## config.mk

```make
export PLATFORM = sky130hd
export DESIGN_NAME = haraka_sponge_ctrl
export DESIGN_NICKNAME = d
export VERILOG_FILES = /design/src/rtl/haraka_sponge_ctrl.sv
export SDC_FILE = /design/constraint.sdc
export NUM_CORES = 1
export LEC_CHECK = 0
export BUFFER_PORTS_ARGS = -buffer_cell sky130_fd_sc_hd__buf_2
export CAP_MARGIN = 10
export CORE_UTILIZATION = 40
export CTS_CLUSTER_SIZE = 20
export DETAILED_ROUTE_END_ITERATION = 10
export PLACE_DENSITY = 0.62
export SYNTH_ARGS = -nofsm -noshare
export SYNTH_HDL_FRONTEND = slang
export SYNTH_SLANG_ARGS = --single-unit
```

## constraint.sdc

```tcl
create_clock -name internal_clk -period 3.8 [get_ports internal_clk]
set_clock_uncertainty 0.05 [all_clocks]
set_input_delay 0.19 -clock internal_clk [delete_from_list [all_inputs] [get_ports internal_clk]]
set_output_delay 0.19 -clock internal_clk [all_outputs]
set_load 0.01 [all_outputs]
```

## src/rtl/haraka_sponge_ctrl.sv

```systemverilog
// Sequencing controller for the Haraka-S sponge: absorbs padded rate blocks,
// steps the round-iterative permutation, and squeezes the requested digest.
module haraka_sponge_ctrl #(
  parameter int ROUNDS    = 5,
  parameter int RATE_BITS = 256,
  parameter int LEN_W     = 64
) (
  input  logic                         internal_clk,
  input  logic                         reset,
  input  logic                         blk_valid,
  input  logic                         blk_last,
  output logic                         blk_ready,
  input  logic [LEN_W-1:0]             digest_length,
  output logic                         perm_start,
  output logic                         sel_xor,
  output logic [$clog2(ROUNDS)-1:0]    perm_round,
  output logic                         state_we,
  output logic                         state_clr,
  output logic                         sq_valid,
  input  logic                         sq_ready,
  output logic                         sq_last,
  output logic [$clog2(RATE_BITS):0]   sq_bits,
  output logic                         busy
);

  localparam int LOG2R = $clog2(RATE_BITS);
  localparam int RW    = $clog2(ROUNDS);
  localparam int SQW   = LOG2R + 1;

  typedef enum logic [2:0] {
    CLEAR,
    IDLE,
    PERM,
    CAPTURE,
    SQUEEZE
  } state_t;

  state_t             state_q, state_d;
  logic [LEN_W-1:0]   remaining_q, remaining_d;
  logic [LOG2R-1:0]   tail_q, tail_d;
  logic               last_q, last_d;
  logic [RW-1:0]      round_q, round_d;
  logic               final_blk;

  assign final_blk = (remaining_q == LEN_W'(1));

  always_ff @(posedge internal_clk or posedge reset) begin
    if (reset) begin
      state_q     <= CLEAR;
      remaining_q <= '0;
      tail_q      <= '0;
      last_q      <= 1'b0;
      round_q     <= '0;
    end else begin
      state_q     <= state_d;
      remaining_q <= remaining_d;
      tail_q      <= tail_d;
      last_q      <= last_d;
      round_q     <= round_d;
    end
  end

  always_comb begin
    state_d     = state_q;
    remaining_d = remaining_q;
    tail_d      = tail_q;
    last_d      = last_q;
    round_d     = round_q;
    blk_ready   = 1'b0;
    perm_start  = 1'b0;
    sel_xor     = 1'b0;
    perm_round  = '0;
    state_we    = 1'b0;
    state_clr   = 1'b0;
    sq_valid    = 1'b0;
    sq_last     = 1'b0;
    sq_bits     = '0;
    busy        = (state_q != IDLE);

    unique case (state_q)
      CLEAR: begin
        state_clr = 1'b1;
        state_d   = IDLE;
      end
      IDLE: begin
        blk_ready = 1'b1;
        if (blk_valid) begin
          perm_start = 1'b1;
          sel_xor    = 1'b1;
          last_d     = blk_last;
          if (blk_last) begin
            // Block count is ceil(L / RATE_BITS); fits in LEN_W since L >> LOG2R leaves headroom.
            remaining_d = (digest_length >> LOG2R)
                        + LEN_W'(digest_length[LOG2R-1:0] != '0);
            tail_d      = digest_length[LOG2R-1:0];
          end
          state_d = PERM;
        end
      end
      PERM: begin
        perm_round = round_q;
        if (round_q == RW'(ROUNDS - 1)) begin
          round_d = '0;
          state_d = CAPTURE;
        end else begin
          round_d = round_q + RW'(1);
        end
      end
      CAPTURE: begin
        state_we = 1'b1;
        if (!last_q)
          state_d = IDLE;
        else if (remaining_q == '0)
          state_d = CLEAR;
        else
          state_d = SQUEEZE;
      end
      SQUEEZE: begin
        sq_valid = 1'b1;
        sq_last  = final_blk;
        sq_bits  = (final_blk && tail_q != '0) ? SQW'(tail_q) : SQW'(RATE_BITS);
        if (sq_ready) begin
          if (final_blk) begin
            state_d = CLEAR;
          end else begin
            remaining_d = remaining_q - LEN_W'(1);
            perm_start  = 1'b1;
            state_d     = PERM;
          end
        end
      end
      default: state_d = CLEAR;
    endcase
  end

endmodule
```

After elaboration in Yosys (flattened, before gate mapping). Cells that the tools add are included.

Flip-flop bits (word level): 79. Input port bits: 69. Output and inout bits: 20. Logic and storage cells: 56.

Add/sub/neg operators: 3. Equality and inequality tests: 12. Muxes and demuxes: 26. Reductions and logical operators: 10.

Operators by type and width (number): 64-bit two-way mux (4); 64-bit one-hot mux with 2 select lines (1); 64-bit by 1-bit equality test with 1-bit output, second input constant (1); 64-bit zero test (1); 64-bit by 1-bit subtractor with 64-bit output, second input constant (1); 56-bit by 1-bit adder with 57-bit output (1); 3-bit two-way mux (7); 9-bit two-way mux (2); 8-bit nonzero test (2); 3-bit one-hot mux with 5 select lines (1); 2-bit != test, second input constant (5); 1-bit two-way mux (9); 3-bit by 2-bit equality test with 1-bit output, second input constant (2); 3-bit equality test, second input constant (2); 3-bit AND reduction (2); 5-bit AND reduction (1); 3-bit by 1-bit adder with 3-bit output, second input constant (1); 3-bit by 1-bit equality test with 1-bit output, second input constant (1); 3-bit zero test (1); 3-bit by 1-bit != test with 1-bit output, second input constant (1); 2-bit two-way mux (1); 1-bit one-hot mux with 2 select lines (1); 2-bit AND reduction (1); 2-bit nonzero test (1); 1-bit logical AND (1).

Depth between registers and ports, before layout.
Depth after elaboration: 5. Gate-level depth with buffers: 11.

Worst setup path before layout. Ideal clock, no wire load.

Path kind: register to register. Start point: register remaining_q[0]. End point: register state_q[2]. Library setup time: 0.120 ns. Data arrival time: 2.524 ns. Path slack: 1.107 ns. Cell stages (with the launch flop): 8. Buffers on the path: 0. Clock period less this slack: 2.693 ns. Path through: dfrtp_1 -> inv_1 -> ha_1 -> or3b_2 -> or3_4 -> or4_4 -> or3_1 -> a31o_1.

Word-level cells in the longest chain between the ends: 4.

Ends and longest elaborated chain: start: declaration (line 39) `logic [LEN_W-1:0] remaining_q, remaining_d;`; start signal: assignment (line 56) `remaining_q <= remaining_d;`; 64-bit zero test (line 113) `else if (remaining_q == '0)`; 3-bit two-way mux (line 113); 3-bit two-way mux (line 111) `if (!last_q)`; 3-bit one-hot mux with 5 select lines (line 80) `unique case (state_q)`; end signal: assignment (line 55) `state_q <= state_d;`; end: declaration (line 38) `state_t state_q, state_d;`.

Every way passes these cells. A chain may end at the register's enable or synchronous reset.

Final worst setup path.
Start point: input port digest_length[0]. End point: register remaining_q[42].

Word-level cells in the longest chain between the ends: 5.

Ends and longest elaborated chain: start: declaration (line 13) `input logic [LEN_W-1:0] digest_length,`; 8-bit nonzero test (line 94) `+ LEN_W'(digest_length[LOG2R-1:0] != '0);`; 56-bit by 1-bit adder with 57-bit output (line 94); 64-bit two-way mux (line 91) `if (blk_last) begin`; 64-bit two-way mux (line 87) `if (blk_valid) begin`; 64-bit one-hot mux with 2 select lines (line 80).

Every way passes these cells. The select of a mux whose other input is x is not followed.

==> results.toml <==
[run_status]
status = "complete, but fails checks"
violations = "hold timing"

[finish]
nNetsFinal = 945
diodes = 0
layout_common_cells = "nand2_1, buf_2, nor2_1"
layout_commonest_cell = "nand2_1"
layout.cells.non_filler = 1059
syn_to_final_growth_pct = 16.2
drive_gt1_share_pct = 16.7

[global_route]
grtUsageTotal_pct = 23.0
grt_pass1_wl_um = 27500
grt_max_degree = 60
first_global_vias = 5513
grt_overflow = 0
antenna_found_initial = 0

[setup_path]
arrival_ps = 3390
r2r_end = "remaining_q[46]"
path_class = "primary input to flop"
reg2reg_from = "remaining_q[0]"
critPathRequiredTime_ps = 4010
cp_max_fo = 6
start_kind = "primary input"
reg2reg_depth = 9
end_kind = "flop"
rrSetupSlack_ps = 650

[placed_design]
gp_congestion = 0.840
hpwl_um = 12600
place_inst = 1042
io_buffers = 88

[synthesis]
ys_seq_area_share_pct = 33.2
postSynthCellCount = 784
ys_ff_latch = 79
synthDistinctLibCells = 60
synth_edf_count = 0
synth_fp_nets = 859
ys_async_sr_fraction_pct = 100
synth_area_um2 = 5960
synthFlopType = "dfrtp_1"
avgSynthCellArea_um2 = 7.60
synth_warnings = 0

[clocking]
cts_buffer_depth = 2
cts_tree = "yes"
insertion_delay_ps = 340
clk_pin_slew_ps = 60
cts_root_buf = "clkbuf_16"
cts_sinks = 79
htreeDepth = 3
cts_buffers = 9

[sta]
post-route-min-period_ps = 3180
setup_viol = 0
period_share_pct = 83.8
rsz0062_at_grt = "false"
fmax_ghz = 0.314
setup_tns_ps = 0
hold_violations = 8
maxSlewHeadroom_pct = 32.3
hold_slack_ps = -16.4
report.final.slew_viol_count = 0
worst_pin_slew_ps = 1020

[pwr]
p_leak_uw = 0.00288
power_density_nw_per_um2 = 534
ir_worst_vdd_v = 0.000243

[floorplanning]
io_pins = 89
die_w_um = 124
std_cell_rows = 44
coreArea_um2 = 14500
initial_core_util_pct = 41.0
die-height_um = 124
die_area_um2 = 15400

[route]
wl_per_cell_um = 16.2
drtPass1Iterations = 5
antenna_left = 0
totalWireLength_um = 17100
via_per_inst = 5.74
vias = 6078
drtIter0Drc = 380
drc = 0

[min_path]
hold_class = "primary input to asynchronous set/reset pin"

[flow_run]
maxCapViolations = 0
==> how the worst max path moves through the flow <==
stage | end | start | depth (start not counted)
3_5_place_dp | remaining_q[42] | digest_length[1] | 12
3_3_place_gp | remaining_q[42] | digest_length[1] | 12
2_1_floorplan | state_q[2] | remaining_q[0] | 7
4_1_cts | remaining_q[42] | digest_length[0] | 13
6_report | remaining_q[42] | digest_length[0] | 13
5_1_grt | remaining_q[42] | digest_length[0] | 13
==> per-layer routing <==
metal  global-route usage [%]  part of all wire (%)  up-vias
met2                     37.5                    45      179
met3                     4.08                   5.4       20
met5                        0                     0        -
met4                     7.14                   1.9        0
met1                     31.0                    48     2843
li1                         -                     -     3036
==> worst max-delay path, stage by stage <==
cell and delay (ps):
dlygate4sd3_1 520, buf_2 100, nor4_1 50, nand2_1 80, ha_1 240, ha_1 210, and2_1 200, nor3b_1 470
nand4_1 520, nor3_1 380, xor2_1 190, a21oi_1 80, o21ai_0 160
==> area by class of cell <==
class	count	area (µm²)
Timing Repair Buffer	110	621
Multi-Input combinational cell	653	3750
Inverter	17	65.1
Clock inverter	5	33.8
Tap cell	184	230
Fill cell	1481	7610
Sequential cell	79	1980
Clock buffer	11	243
==> report_power, final <==
group | internal [µW] | switching, µW
Clock | 459 | 354
Sequential | 1200 | 388
Combinational | 532 | 761
Total | 2190 | 1500
==> flip-flops by register name, summed over array words and instances, names as in the netlist <==
register	cells
remaining_q	64
state_q	3
round_q	3
tail_q	8
last_q	1
==> through the flow <==
stage	utilization [%]	cell area, µm²	setup slack (ps)	total power, µW
5_1_grt	47.6	6920	231	3990
3_5_place_dp	45.6	6630	694	2880
4_1_cts	47.6	6920	509	3700
3_3_place_gp	45.6	6630	693	2860
2_1_floorplan	-	5960	1110	2450
6_report	47.6	6920	617	3700
==> cells by family (layout without fill, tap and decap cells) <==
kind of cell | Yosys count | after routing | synth area share, %
buf+inv | 52 | 143 | 3.89
simple gates | 381 | 381 | 32.6
flops | 79 | 79 | 33.2
xor+xnor | 58 | 58 | 8.53
compound gates | 207 | 207 | 20.4
mux | 1 | 1 | 0.189
fa+ha+maj | 6 | 6 | 1.26
==> Yosys cell counts (8+ instances only) <==
cell type / count / area, µm²
o21ai_0: 71 / 355
or3_1: 8 / 50.1
nor3_1: 45 / 225
dfrtp_1: 79 / 1980
nand3_1: 41 / 205
nor4_1: 19 / 119
nand2_1: 94 / 353
buf_2: 9 / 45.0
a21oi_1: 74 / 370
clkbuf_1: 19 / 71.3
o22ai_1: 8 / 50.1
xor2_1: 36 / 315
xnor2_1: 22 / 193
inv_1: 16 / 60.1
nor2_1: 85 / 319
and3_1: 20 / 125
and2_1: 8 / 50.1
nand4_1: 25 / 156
==> repair_timing <==
item | in CTS | in global routing
buffers inserted | 0 | 0
endpoints found under the hold margin | 1 | 0
resized for setup | 0 | 0
hold buffers | 1 | 0
Power figures use the tool's default switching activity.
